--- src/rtl/vscale_dmem_bridge.sv ---
// rtl/vscale_dmem_bridge.sv - pipeline data-memory port to single valid/ready bus transaction bridge
// Optional response timeout is compiled in when VSCALE_DMEM_TIMEOUT_EN is defined.
module vscale_dmem_bridge #(
  parameter logic [31:0] BASE_ADDR      = 32'h0000_0000,
  parameter logic [31:0] ADDR_MASK      = 32'hFFFF_0000,
  parameter int          TIMEOUT_CYCLES = 64
) (
  input  logic        clk,
  input  logic        reset,
  input  logic        dmem_en,
  input  logic        dmem_wen,
  input  logic [2:0]  dmem_size,
  input  logic [31:0] dmem_addr,
  input  logic [31:0] dmem_wdata_delayed,
  output logic        dmem_wait,
  output logic [31:0] dmem_rdata,
  output logic        dmem_badmem_e,
  output logic        mem_req_valid,
  input  logic        mem_req_ready,
  output logic [31:0] mem_req_addr,
  output logic        mem_req_wen,
  output logic [3:0]  mem_req_wstrb,
  output logic [31:0] mem_req_wdata,
  input  logic        mem_resp_valid,
  input  logic [31:0] mem_resp_rdata,
  input  logic        mem_resp_err
);

  typedef enum logic [2:0] {
    S_IDLE  = 3'd0,
    S_FAULT = 3'd1,
    S_REQ   = 3'd2,
    S_RESP  = 3'd3,
    S_DONE  = 3'd4
  } state_e;

  state_e      state_q, state_d;
  logic [31:0] addr_q, addr_d;
  logic        wen_q, wen_d;
  logic [3:0]  strb_q, strb_d;
  logic [31:0] wdata_q, wdata_d;
  logic        req_first_q, req_first_d;
  logic [31:0] rdata_q, rdata_d;
  logic        err_q, err_d;

  logic        capture;
  logic        is_half;
  logic        is_word;
  logic        misaligned;
  logic        out_of_range;
  logic        fault;
  logic [3:0]  strb_calc;
  logic        timeout_hit;

  // Size code 3 is not produced by the pipeline; it is treated like a word.
  logic unused_size_msb;
  assign unused_size_msb = dmem_size[2];

  // Capture is only possible in the states where dmem_wait is low.
  assign capture = dmem_en && ((state_q == S_IDLE) || (state_q == S_FAULT) || (state_q == S_DONE));

  assign is_half      = (dmem_size[1:0] == 2'b01);
  assign is_word      = dmem_size[1];
  assign misaligned   = (is_half && dmem_addr[0]) || (is_word && (dmem_addr[1:0] != 2'b00));
  assign out_of_range = ((dmem_addr & ADDR_MASK) != BASE_ADDR);
  assign fault        = misaligned || out_of_range;

  always_comb begin
    strb_calc = 4'b0000;
    if (dmem_wen) begin
      case (dmem_size[1:0])
        2'b00:   strb_calc = 4'b0001 << dmem_addr[1:0];
        2'b01:   strb_calc = 4'b0011 << {dmem_addr[1], 1'b0};
        default: strb_calc = 4'b1111;
      endcase
    end
  end

`ifdef VSCALE_DMEM_TIMEOUT_EN
  logic [7:0] cnt_q, cnt_d;

  assign timeout_hit = (state_q == S_RESP) && !mem_resp_valid &&
                       (cnt_q == 8'(TIMEOUT_CYCLES - 1));

  always_comb begin
    cnt_d = cnt_q;
    if (state_q == S_REQ)
      cnt_d = 8'd0;
    else if (state_q == S_RESP)
      cnt_d = cnt_q + 8'd1;
  end

  always_ff @(posedge clk or posedge reset) begin
    if (reset)
      cnt_q <= 8'd0;
    else
      cnt_q <= cnt_d;
  end
`else
  localparam int unused_timeout_cycles = TIMEOUT_CYCLES;
  assign timeout_hit = 1'b0;
`endif

  always_ff @(posedge clk or posedge reset) begin
    if (reset)
      state_q <= S_IDLE;
    else
      state_q <= state_d;
  end

  always_comb begin
    state_d = state_q;
    case (state_q)
      S_IDLE, S_FAULT, S_DONE: begin
        if (capture)
          state_d = fault ? S_FAULT : S_REQ;
        else
          state_d = S_IDLE;
      end
      S_REQ: begin
        if (mem_req_ready)
          state_d = S_RESP;
      end
      S_RESP: begin
        if (mem_resp_valid || timeout_hit)
          state_d = S_DONE;
      end
      default: state_d = S_IDLE;
    endcase
  end

  always_comb begin
    dmem_wait     = 1'b0;
    mem_req_valid = 1'b0;
    dmem_badmem_e = 1'b0;
    case (state_q)
      S_FAULT: dmem_badmem_e = 1'b1;
      S_REQ: begin
        dmem_wait     = 1'b1;
        mem_req_valid = 1'b1;
      end
      S_RESP:  dmem_wait     = 1'b1;
      S_DONE:  dmem_badmem_e = err_q;
      default: ;
    endcase
  end

  // Store data arrives in the first REQ cycle; pass it straight through then, hold it after.
  always_comb begin
    addr_d      = addr_q;
    wen_d       = wen_q;
    strb_d      = strb_q;
    wdata_d     = wdata_q;
    req_first_d = 1'b0;
    rdata_d     = rdata_q;
    err_d       = err_q;
    if (capture) begin
      addr_d      = {dmem_addr[31:2], 2'b00};
      wen_d       = dmem_wen;
      strb_d      = strb_calc;
      req_first_d = !fault;
    end
    if ((state_q == S_REQ) && req_first_q)
      wdata_d = dmem_wdata_delayed;
    if (state_q == S_RESP) begin
      if (mem_resp_valid) begin
        rdata_d = mem_resp_rdata;
        err_d   = mem_resp_err;
      end else if (timeout_hit) begin
        rdata_d = 32'h0;
        err_d   = 1'b1;
      end
    end
  end

  always_ff @(posedge clk or posedge reset) begin
    if (reset) begin
      addr_q      <= 32'h0;
      wen_q       <= 1'b0;
      strb_q      <= 4'h0;
      wdata_q     <= 32'h0;
      req_first_q <= 1'b0;
      rdata_q     <= 32'h0;
      err_q       <= 1'b0;
    end else begin
      addr_q      <= addr_d;
      wen_q       <= wen_d;
      strb_q      <= strb_d;
      wdata_q     <= wdata_d;
      req_first_q <= req_first_d;
      rdata_q     <= rdata_d;
      err_q       <= err_d;
    end
  end

  assign mem_req_addr  = addr_q;
  assign mem_req_wen   = wen_q;
  assign mem_req_wstrb = strb_q;
  assign mem_req_wdata = req_first_q ? dmem_wdata_delayed : wdata_q;
  assign dmem_rdata    = rdata_q;

endmodule

--- config.mk ---
export PLATFORM = sky130hd
export DESIGN_NAME = vscale_dmem_bridge
export DESIGN_NICKNAME = d
export VERILOG_FILES = /design/src/rtl/vscale_dmem_bridge.sv
export SDC_FILE = /design/constraint.sdc
export NUM_CORES = 1
export LEC_CHECK = 0
export ABC_AREA = 1
export BUFFER_PORTS_ARGS = -buffer_cell sky130_fd_sc_hd__buf_2
export CAP_MARGIN = 25
export CELL_PAD_IN_SITES_DETAIL_PLACEMENT = 1
export CELL_PAD_IN_SITES_GLOBAL_PLACEMENT = 2
export CORE_MARGIN = 2
export CORE_UTILIZATION = 27
export DETAILED_ROUTE_END_ITERATION = 6
export PLACE_DENSITY_LB_ADDON = 0.1
export SLEW_MARGIN = 5
export SYNTH_ARGS = -nofsm -noshare
export SYNTH_HDL_FRONTEND = slang
export SYNTH_SLANG_ARGS = --single-unit
--- constraint.sdc ---
create_clock -name clk -period 7.85 [get_ports clk]
set_clock_uncertainty 0.15 [all_clocks]
set_input_delay 0.785 -clock clk [delete_from_list [all_inputs] [get_ports clk]]
set_output_delay 0.785 -clock clk [all_outputs]
set_load 0.01 [all_outputs]
; ---- Word-level counts from Yosys, hierarchy flattened
; Cells that the tools add are included.
[totals]
regBits = 104
in_bits = 106
out_inout_bits = 104
word_cells = 46
[classes]
n_eq_ne = 7
shifts = 2
n_mux = 12
reduce_logical = 17
[ops]
columns = op, count
row1 = $mux 32, 1
row2 = $reduce_bool 32->1, 1
row3 = $pmux 3 s3, 1
row4 = $pmux 4 s2, 1
row5 = $eq 3x2->1 const B, 2
row6 = $mux 3, 2
row7 = $logic_and 1x1->1, 4
row8 = $logic_or 1x1->1, 4
row9 = $mux 2, 2
row10 = $mux 4, 1
row11 = $ne 2x2->1 const B, 2
row12 = $reduce_and 2->1, 2
row13 = $shl 1x2->4 const A, 1
row14 = $shl 2x2->4 const A, 1
row15 = $eq 3x1->1 const B, 1
row16 = $eq 3x3->1 const B, 1
row17 = $logic_not 3->1, 1
row18 = $mux 1, 3
row19 = $reduce_or 3->1, 1
row20 = $eq 2x1->1 const B, 1
row21 = $logic_not 2->1, 1
row22 = $pmux 1 s2, 1
row23 = $reduce_bool 2->1, 1
row24 = $reduce_or 2->1, 1
row25 = $logic_not 1->1, 1

; ---- Depth between registers and ports, before layout
; Gate-level depths: netlist of run 1.
[depth]
depth_word = 7
depth_mapped = 8
depth_no_buf = 8

; ---- Least setup slack after synthesis of run 1
; No wires, ideal clock.
[synth_path]
path_kind = input-to-output
from = input dmem_wdata_delayed[10]
to = output mem_req_wdata[10]
arrival_ps = 1039
required_ps = 6915
setup_slack_ps = 5876
stages = 2
n_path_buf = 0
cell_sequence = inv_1 a21oi_1
[synth_via]
elab_chain_cells = 1
[synth_rtl]
columns = element, line
row1 = from (decl), 14  ; input logic [31:0] dmem_wdata_delayed,
row2 = $mux 32, 199  ; assign mem_req_wdata = req_first_q ? dmem_wdata_delayed : wdata_q;
row3 = to (decl), 23  ; output logic [31:0] mem_req_wdata,
; Every way passes these cells.

; ---- Worst setup path in the final report of run 1
[layout_path]
from = register req_first_q
to = output mem_req_wdata[11]
[layout_via]
elab_chain_cells = 1
[layout_rtl]
columns = element, line
row1 = from (decl), 42  ; logic req_first_q, req_first_d;
row2 = from (signal assigned), 190  ; req_first_q <= req_first_d;
row3 = $mux 32, 199
; Every way passes these cells.

==> metrics.md, run 1 <==
| Metric | Value |
|---|---|
| Worst reg2reg setup slack | roughly 5.6 ns |
| Maximum capacitance violations | 0 |
| Share of final-layout standard cells stronger than drive strength 1 | about a third |
| Proportion of power drawn by combinational gates | about a quarter |
| Clock latency of the later-clocked register in the worst-skew pair | ~0.34 ns |
| Register bit total from synthesis | approximately 100 |
| Count of pins over their slew limit | 0 |
| DRC Markers | 0 |
| Final critical-path required period | about 2.6 ns |
| Peak supply drop | about 0.12 mV |
| Crit-path max FO | 46 |
| Category of the critical setup timing path | reg -> out |
| Number of nets with antenna violations after routing | 0 |
| First-pass DRT Iterations | 4 |
| Worst-Margin Slew | 0.870 ns |
| First-pass GRT wire length | between 20 and 25 mm |
| Starting density of the core | 27.4% |
| Number of antenna violations at the first check in global routing | 0 |
| Critical Path Source Type | register |
| Max-slew headroom | a little over two fifths |
| Total standard cell area after synthesis | around 0.0045 mm² |
| Number of distinct library cells after synthesis | 20 |
| Number of buffers created by CTS | 9 |
| Global route total overflow | 0 |
| Standard-cell rows | 47 |
| Post-detailed-route via-to-cell ratio | 4.27 |
| Sinks on the clock net | roughly 100 |
| Maximum count of clock buffers along a single path | 2 |
| Clock group share of total power | a little over 30% |
| Status | finished, final reports clean |
| Source of the worst hold timing path | mem_req_addr[5]$_DFFE_PP0P_ |
| Maximum single-stage delay on the critical path | around 0.64 ns |
| Total power draw | around 1.7 mW |
| Standard cell core area | 0.0165 mm² |
| Cts repair resizes | 0 |
| Final worst hold slack | roughly 0.32 ns |
| Capture endpoint of the worst hold path | mem_req_addr[5]$_DFFE_PP0P_ |
| Leakage power | 3.45 nW |
| Post-route core utilization | between 30% and 40% |
| Number of cell instances on the worst register-to-register path | 6 |
| Buffers inserted during post-CTS setup optimization | 0 |
| Die Span Y | approximately 130 µm |
| Final setup violation count | 0 |
| Total via count in the routed design | approximately 4100 |
| Largest net degree at the start of global routing | between 60 and 70 |
| Worst path required time | 6.91 ns |
| Achievable Freq | 390 MHz |
| Min-Delay Path Class | reg -> reg |
| Depth of the CTS H-tree | 3 |
| Endpoint of the lowest-slack register-to-register path | dmem_rdata[31]$_DFFE_PP0P_ |
| Cell count of the worst hold path | 2 |
| Iter 0 DRT Violations | between 150 and 200 |
| Number of hold buffers added after cts | 0 |
| CP Cell Sequence | buf_12 -> nor2_1 -> a21oi_1 -> buf_2 |
| RSZ-0062 raised after global routing | no |
| Net switching share of the total power | between 30% and 40% |
| Total net switching power | around 0.56 mW |
| Syn Area/Cell | 8.24 µm² |
| Total Wirelength | about 13 mm |
| Endpoint kind of the worst setup timing path | output port |
| Global router's overall resource usage | 15.3% |
| Portion of the post-synthesis area used by sequential elements | 57.8% |
| IO Count | 210 |
| Launching point of the worst reg2reg path | state_q[1]$_DFFE_PP0P_ |
| Tcrit/Tclk final | around 33% |
| Final GP Congestion | roughly 0.74 |
| Area growth from synthesis to layout | 33.1% |
| Number of port buffers | a little over 200 |
| Int Power | roughly 1.2 mW |
| Root Driver | clkbuf_16 |
| Arrival time of the worst setup path | around 1.6 ns |
| Clock slew seen by the registers of the worst setup and hold paths | ~0.070 ns |
| Sum of net half-perimeters after detailed placement | roughly 9.4 mm |
| Via count of the first global-routing pass | 4274 |
| Endpoints failing hold | 0 |
| Die width | approximately 130 µm |
| Final Net Count | 846 |
| Number of warnings printed during yosys synthesis | 0 |
| CTS tree | done |
| Post-synthesis instance total | around 550 |
| Setup TNS after final layout | 0 ns |
| Wire per inst | ~14 µm |
| Highest-delay cell along the critical path | dfrtp_2 |
| P per Cell Area | between 200 and 300 mW/mm² |
| Die Area | roughly 0.018 mm² |
| Fraction of power consumed by sequential logic | roughly 43% |
## layout make-up
type,count,area [µm²]
multi-input combinational,373,1540
sequential,104,2600
antenna,1,2.50
fill,2072,10500
timing repair buffer,208,1060
tap,220,275
clock inverter,7,120
inverter,44,171
clock buffer,9,225
## metal layers
layer	wire length [µm]	global-route usage (%)	share of wire (%)	vias to the layer above
li1	-	-	-	2050
met1	5750	19.2	43	1945
met2	6290	25.1	47	119
met3	979	4.26	7.4	13
met4	241	5.97	1.8	0
met5	0	0	0	-
## registers in the layout (all words and copies together) (netlist names)
name           flops
mem_req_addr      30
dmem_rdata        32
err_q              1
req_first_q        1
wdata_q           32
mem_req_wstrb      4
state_q            3
mem_req_wen        1
## worst max-delay path: cells and delay by family (launching register included)
| kind | cells | cell delay (ns) |
|---|---|---|
| DFF | 1 | 0.64 |
| buffers and inverters | 2 | 0.42 |
| and+or+nand+nor | 1 | 0.08 |
| AOI/OAI and AO/OA | 1 | 0.13 |
## stage by stage
step / cells / instance area [µm²] / setup WS, ns
finish: 966 / 6000 / 5.28
CTS: 965 / 6000 / 5.24
global placement: 948 / 5630 / 5.23
detailed placement: 949 / 5650 / 5.19
floorplan: 548 / 4510 / 4.18
global route: 965 / 6000 / 5.10
## synth_stat cells
master / number / area share (%)
inv_1: 40 / 3.3
o21ai_1: 11 / 1.2
dfrtp_1: 104 / 58
nand2_1: 243 / 20
o21bai_2: 1 / 0.25
clkinv_2: 1 / 0.11
a21oi_1: 37 / 4.1
nor2_4: 3 / 0.75
conb_1: 1 / 0.083
nand2_2: 2 / 0.28
buf_4: 2 / 0.33
buf_2: 16 / 1.8
nand2_4: 1 / 0.25
inv_4: 1 / 0.14
o21a_1: 1 / 0.17
o21ai_0: 26 / 2.9
buf_6: 9 / 2.2
nand3_1: 2 / 0.22
nor2_1: 44 / 3.7
inv_2: 2 / 0.17
## worst max-delay path by stage
stage,to,startpoint
2_1_floorplan,dmem_rdata[0]$_DFFE_PP0P_,reset
3_3_place_gp,dmem_rdata[8]$_DFFE_PP0P_,mem_resp_valid
4_1_cts,mem_req_wdata[16],req_first_q$_DFF_PP0_
3_5_place_dp,dmem_rdata[31]$_DFFE_PP0P_,mem_resp_valid
6_report,mem_req_wdata[11],req_first_q$_DFF_PP0_
5_1_grt,mem_req_wdata[29],req_first_q$_DFF_PP0_
## logic make-up (layout without fill, tap and decap cells)
logic type	Yosys count	count (layout)	share of synthesized area, %
buffers and inverters	71	268	8.11
DFF	104	104	57.8
AOI/OAI and AO/OA	76	76	8.64
and+or+nand+nor	295	295	25.4
other	1	3	0.0832
## layout by cell type (no fill, tap or decap)
cell	count
nand2_4	1
clkbuf_16	9
buf_12	1
conb_1	2
o21ai_0	26
nor2_4	3
inv_4	2
nand3_1	2
clkinv_4	2
dfrtp_2	1
nand2_1	243
inv_1	39
o21ai_1	11
a21oi_1	37
o21a_1	1
diode_2	1
dfrtp_1	103
o21bai_2	1
nor2_1	44
buf_2	206
buf_4	1
clkinvlp_4	1
bufinv_16	3
nand2_2	2
clkinv_2	2
inv_2	2
## power groups by stage
| stage | Combinational, mW | Sequential, mW | Clock (mW) |
|---|---|---|---|
| floorplan | 0.187 | 0.816 | 0 |
| global placement | 0.459 | 0.748 | 0 |
| detailed placement | 0.471 | 0.753 | 0 |
| CTS | 0.471 | 0.746 | 0.545 |
| global route | 0.520 | 0.763 | 0.565 |
| finish | 0.456 | 0.743 | 0.523 |
Power figures use the tool's default switching activity.
==> run 2: changes to the inputs <==
CORE_UTILIZATION = 25   (was 27)
clock period = 2.5 ns   (was 7.85 ns; I/O delays follow)
==> run 2 against run 1 <==
- total power rose to 3.1 times the previous value
- critical endpoint is now mem_req_wdata[21]
- die area grew 7.8%
- via count grew 7.0%
- register-to-register slack lost 4.9 ns
==> metrics.md, run 2 (same netlist as run 1, synthesis figures left out) <==
| Metric | Value |
|---|---|
| Worst-Margin Slew | between 0.6 and 0.7 ns |
| Total Wirelength | approximately 14 mm |
| RSZ-0062 raised after global routing | no |
| Worst setup slack after placement | just under 0.6 ns |
| Cell count of the worst hold path | 3 |
| DRC Markers | 0 |
| Via count of the first global-routing pass | 4654 |
| Tcrit/Tclk final | 81.2% |
| Final setup violation count | 0 |
| Number of port buffers | 206 |
| Iter 0 DRT Violations | ~140 |
| Share of final-layout standard cells stronger than drive strength 1 | between 20% and 30% |
| Cts repair resizes | 0 |
| Launching point of the worst reg2reg path | state_q[0]$_DFFE_PP0P_ |
| Starting density of the core | 25.3% |
| Count of pins over their slew limit | 0 |
| Root Driver | clkbuf_16 |
| Post-placement cell area | roughly 0.0057 mm² |
| Global route total overflow | 0 |
| Endpoint kind of the worst setup timing path | output port |
| Wire per inst | 13.6 µm |
| Total net switching power | between 1.5 and 2 mW |
| Sum of net half-perimeters after detailed placement | slightly below 10 mm |
| Cell area after layout | about 0.0067 mm² |
| Maximum count of clock buffers along a single path | 2 |
| Commonest non-fill, non-tap cells in the layout | nand2_1 (243), buf_2 (206), dfrtp_1 (103) |
| Final GP Congestion | 0.747 |
| Number of hold buffers added after cts | 67 |
| Clock group share of total power | between 20% and 30% |
| Endpoints failing hold | 0 |
| Area growth from synthesis to layout | 48.2% |
| Die width | 138 µm |
| Proportion of power drawn by combinational gates | 29.1% |
| Most common library cell in the layout ignoring fill and taps | nand2_1 |
| Post-detailed-route via-to-cell ratio | between 4 and 5 |
| Crit path from | req_first_q$_DFF_PP0_ |
| Number of cell instances on the worst register-to-register path | 6 |
| IO Count | 210 |
| Capture endpoint of the worst hold path | wdata_q[8]$_DFFE_PP0P_ |
| P per Cell Area | roughly 800 mW/mm² |
| Status | finished, final reports clean |
| Maximum capacitance violations | 0 |
| Depth of the CTS H-tree | 3 |
| CTS tree | done |
| Die Area | approximately 0.019 mm² |
| Buffers inserted during post-CTS setup optimization | 0 |
| Achievable Freq | approximately 500 MHz |
| Standard cell core area | about 0.018 mm² |
| Worst path required time | approximately 2.1 ns |
| Die Span Y | roughly 140 µm |
| Number of antenna violations at the first check in global routing | 1 |
| Standard-cell rows | 49 |
| Largest net degree at the start of global routing | 65 |
| Min-Delay Path Class | in -> reg |
| Category of the critical setup timing path | reg -> out |
| First-pass GRT wire length | about 24 mm |
| Global router's overall resource usage | between 15 and 20% |
| Filler cells | roughly 2200 |
| Net switching share of the total power | 32.9% |
| Crit-path max FO | 48 |
| Clock slew seen by the registers of the worst setup and hold paths | roughly 0.070 ns |
| Peak supply drop | between 0.3 and 0.4 mV |
| Max-slew headroom | 59.1% |
| Final critical-path required period | 2.03 ns |
| Setup TNS after final layout | 0 ns |
| Final worst slack | 0.469 ns |
| Number of nets with antenna violations after routing | 0 |
| Clock latency of the later-clocked register in the worst-skew pair | approximately 0.34 ns |
| First-pass DRT Iterations | 4 |
| Leakage power | between 3 and 4 nW |
| Worst reg2reg setup slack | 0.64 ns |
| Source of the worst hold timing path | dmem_wdata_delayed[8] |
| Number of buffers created by CTS | 9 |
| Int Power | 3.56 mW |
| Endpoint of the lowest-slack register-to-register path | mem_req_wstrb[0]$_DFFE_PP0P_ |
| Total via count in the routed design | approximately 4400 |
| Final Net Count | between 900 and 1000 |
| Critical Path Source Type | register |
| Fraction of power consumed by sequential logic | between 40% and 50% |
| Arrival time of the worst setup path | ~1.6 ns |
| Sinks on the clock net | about 100 |
[run 2: cell types whose count changed in the layout (fill, tap and decap cells not counted), sizes merged]
cell / change
buf: +4
dlygate4sd3: +67
bufinv: -2
clkbuf: +2
clkinvlp: +1
inv: -1
[run 2: stage by stage]
stage               hold slack, ns  util (%)  instances  power, mW
detailed placement          0.0550      32.0        962       3.87
finish                      0.0216      37.4       1046       5.31
floorplan                    0.210         -        548       3.15
global route                0.0132      37.4       1045       5.71
global placement            0.0519      32.0        962       3.81
CTS                        0.00436      37.4       1045       5.44
[run 2: power by group through the flow]
stage | Combinational, mW | Sequential (mW) | Clock, mW
2_1_floorplan | 0.588 | 2.56 | 0
3_3_place_gp | 1.46 | 2.35 | 0
3_5_place_dp | 1.51 | 2.36 | 0
4_1_cts | 1.59 | 2.34 | 1.51
5_1_grt | 1.75 | 2.40 | 1.57
6_report | 1.55 | 2.34 | 1.43
[run 2: how the worst max path moves through the flow]
stage | endpoint | slack (ns) | cells after the start
after floorplan | dmem_rdata[0]$_DFFE_PP0P_ | 0.85 | 1
after global placement | mem_req_wstrb[3]$_DFFE_PP0P_ | 0.67 | 6
after detailed placement | mem_req_wstrb[0]$_DFFE_PP0P_ | 0.59 | 6
after CTS | mem_req_wdata[21] | 0.39 | 4
after global routing | mem_req_wdata[26] | 0.30 | 4
final | mem_req_wdata[21] | 0.47 | 4
[run 2: worst max-delay path, cell delays in order (launching register included)]
cell and delay (ns):
dfrtp_2 0.62, buf_12 0.27, nor2_1 0.07, a21oi_1 0.16, buf_2 0.16
[run 2: layout make-up]
cell class | count | area (µm²) | share of cell area [%]
inverters | 44 | 173 | 2.59
multi-input cells | 373 | 1540 | 23.1
repair buffers | 279 | 1770 | 26.5
well taps | 229 | 287 | 4.29
flip-flops and latches | 104 | 2600 | 39.0
clock inverters | 5 | 56.3 | 0.843
clock buffers | 11 | 243 | 3.64
diodes | 1 | 2.50 | 0.0375
[run 2: per-layer routing]
metal / global-route usage, % / wire (µm)
met1: 18.6 / 6120
met2: 25.7 / 6850
met3: 4.19 / 879
met4: 6.28 / 343
met5: 0 / 0
==> run 3: changes to the inputs <==
clock period = 2.1 ns   (was 2.5 ns; I/O delays follow)
==> run 3 against run 2 <==
- final cell count increased by 2.8%
- wire length rose by 1.8%
- critical path depth did not move
- combinational power is 22% higher
- first-iteration DRC count shrank 28%
- clock power up 34%
- hold slack gained 0.0040 ns
- global-route usage grew 0.17 points
- core utilization grew 1.9 points
- worst setup slack lost 0.30 ns
- critical path type unchanged
- critical endpoint unchanged
- largest cell class unchanged
- largest power group unchanged
==> metrics.md, run 3 (same netlist as run 1, synthesis figures left out) <==
| Metric | Value |
|---|---|
| Final setup violation count | 0 |
| Maximum capacitance violations | 0 |
| Final GP Congestion | about 0.78 |
| Peak supply drop | 0.470 mV |
| Number of nets with antenna violations after routing | 0 |
| RSZ-0062 raised after global routing | no |
| First-pass DRT Iterations | 4 |
| Detailed route wirelength on metal2 | ~7.0 mm |
| Status | finished, final reports clean |
| CTS tree | done |
| Filler cells | between 2000 and 2500 |
| Setup TNS after final layout | 0 ns |
| Commonest non-fill, non-tap cells in the layout | nand2_1 (243), buf_2 (206), dfrtp_1 (103) |
| Routed wl met3 | between 700 and 800 µm |
| Clock latency of the later-clocked register in the worst-skew pair | ~0.34 ns |
| Via count of the first global-routing pass | 4854 |
| Depth of the CTS H-tree | 3 |
| Launching point of the worst reg2reg path | state_q[2]$_DFFE_PP0P_ |
| Crit path from | req_first_q$_DFF_PP0_ |
| Achievable Freq | between 500 and 600 MHz |
| Die Area | 0.0191 mm² |
| Standard-cell rows | 49 |
| Root Driver | clkbuf_16 |
| Sinks on the clock net | about 100 |
| Crit-path max FO | 52 |
| Endpoint kind of the worst setup timing path | output port |
| Sum of net half-perimeters after detailed placement | 9.81 mm |
| Maximum count of clock buffers along a single path | 2 |
| Area growth from synthesis to layout | 55.8% |
| Number of port buffers | slightly above 200 |
| Starting density of the core | about 25% |
| Number of antenna violations at the first check in global routing | 1 |
| Arrival time of the worst setup path | between 1.5 and 2 ns |
| Die width | 138 µm |
| Total via count in the routed design | around 4500 |
| Global route total overflow | 0 |
| Global router's overall resource usage | between 10% and 20% |
| Highest-delay cell along the critical path | dfrtp_4 |
| Die Span Y | roughly 140 µm |
| Final critical-path required period | slightly below 2 ns |
| Post-route met1 wirelength | around 6.4 mm |
| Worst path required time | 1.74 ns |
| Standard cell core area | 0.0178 mm² |
| Count of pins over their slew limit | 0 |
| Most common library cell in the layout ignoring fill and taps | nand2_1 |
| Critical Path Source Type | register |
| Worst-Margin Slew | ~0.67 ns |
| Total Wirelength | approximately 14 mm |
| Post-detailed-route via-to-cell ratio | just over 4 |
| Min-Delay Path Class | in -> reg |
| Category of the critical setup timing path | reg -> out |
| Source of the worst hold timing path | dmem_wdata_delayed[3] |
| Leakage power | slightly below 4 nW |
| P per Cell Area | around 940 mW/mm² |
| First-pass GRT wire length | approximately 24 mm |
| Largest net degree at the start of global routing | 65 |
| Total power draw | roughly 6.6 mW |
| Iter 0 DRT Violations | 98 |
| Final Net Count | approximately 950 |
| Top sig layer | met4 |
| Share of final-layout standard cells stronger than drive strength 1 | 28.4% |
| Max-slew headroom | a little under three fifths |
| Endpoints failing hold | 0 |
| DRC Markers | 0 |
| Maximum single-stage delay on the critical path | ~0.54 ns |
| Clock slew seen by the registers of the worst setup and hold paths | approximately 0.070 ns |
| Tcrit/Tclk final | around nine tenths |
| Number of buffers created by CTS | 9 |
| Wire per inst | ~13 µm |
| IO Count | 210 |
| CP Cell Sequence | buf_12 -> nor2_1 -> a21oi_1 -> buf_2 |
run 3: changes by cell type in the layout (fill, tap and decap cells not counted):
cell	before	now
dfrtp_2	1	0
buf_4	4	3
clkinv_4	1	0
dlygate4sd3_1	67	96
clkbuf_8	1	0
dfrtp_4	0	1
bufinv_16	1	3
buf_12	2	3
run 3: timing repair:
item,4_1_cts,5_1_grt
setup endpoints to repair,0,1
gates resized for setup,0,1
hold buffers,96,0
hold endpoints to repair,119,0
buffers inserted,0,0
run 3: critical path: cells and delay by family, from the launching register on:
kind | cells | cell delay, ns
DFF | 1 | 0.54
buffers and inverters | 2 | 0.42
AOI/OAI and AO/OA | 1 | 0.16
and+or+nand+nor | 1 | 0.08
run 3: path summary, 6_finish.rpt:
kind | end | cells past startpoint | slack (ns)
max | mem_req_wdata[21] | 4 | 0.17
min | wdata_q[3]$_DFFE_PP0P_ | 3 | 0.03
max reg2reg | wdata_q[0]$_DFFE_PP0P_ | 6 | 0.46
min reg2reg | mem_req_addr[4]$_DFFE_PP0P_ | 2 | 0.32
max in group asynchronous | wdata_q[1]$_DFFE_PP0P_ | 4 | 0.76
min in group asynchronous | dmem_rdata[27]$_DFFE_PP0P_ | 3 | 0.39
run 3: power breakdown:
part	switching (mW)	internal (mW)	leakage, nW
Clock	0.755	1.16	0.162
Sequential	0.273	2.52	1.18
Combinational	1.08	0.812	2.53
Total	2.11	4.49	3.87
run 3: layer usage:
metal | up-vias | global-route usage [%]
met1 | 2091 | 18.9
met4 | 0 | 5.48
met2 | 114 | 26.5
met3 | 15 | 3.88
li1 | 2249 | -
met5 | - | 0
run 3: area by class of cell:
class	count	area, µm²	share of cell area (%)
clock buffer	10	229	3.26
timing repair buffer	308	2070	29.5
sequential	104	2610	37.1
antenna	1	2.50	0.0356
clock inverter	6	108	1.53
multi-input combinational	373	1540	22.0
tap	229	287	4.08
inverter	44	173	2.46
run 3: through the flow:
step / cell area, µm² / hold WS, ns / utilization (%) / std cells / setup WS [ns]
final: 7020 / 0.0257 / 39.4 / 1075 / 0.173
after CTS: 7020 / 0.00614 / 39.3 / 1074 / 0.115
after detailed placement: 5720 / 0.211 / 32.0 / 962 / 0.442
after floorplan: 4510 / 0.170 / - / 548 / 0.494
after global routing: 7020 / 0.0127 / 39.4 / 1075 / 0.0470
after global placement: 5720 / 0.199 / 32.0 / 962 / 0.464
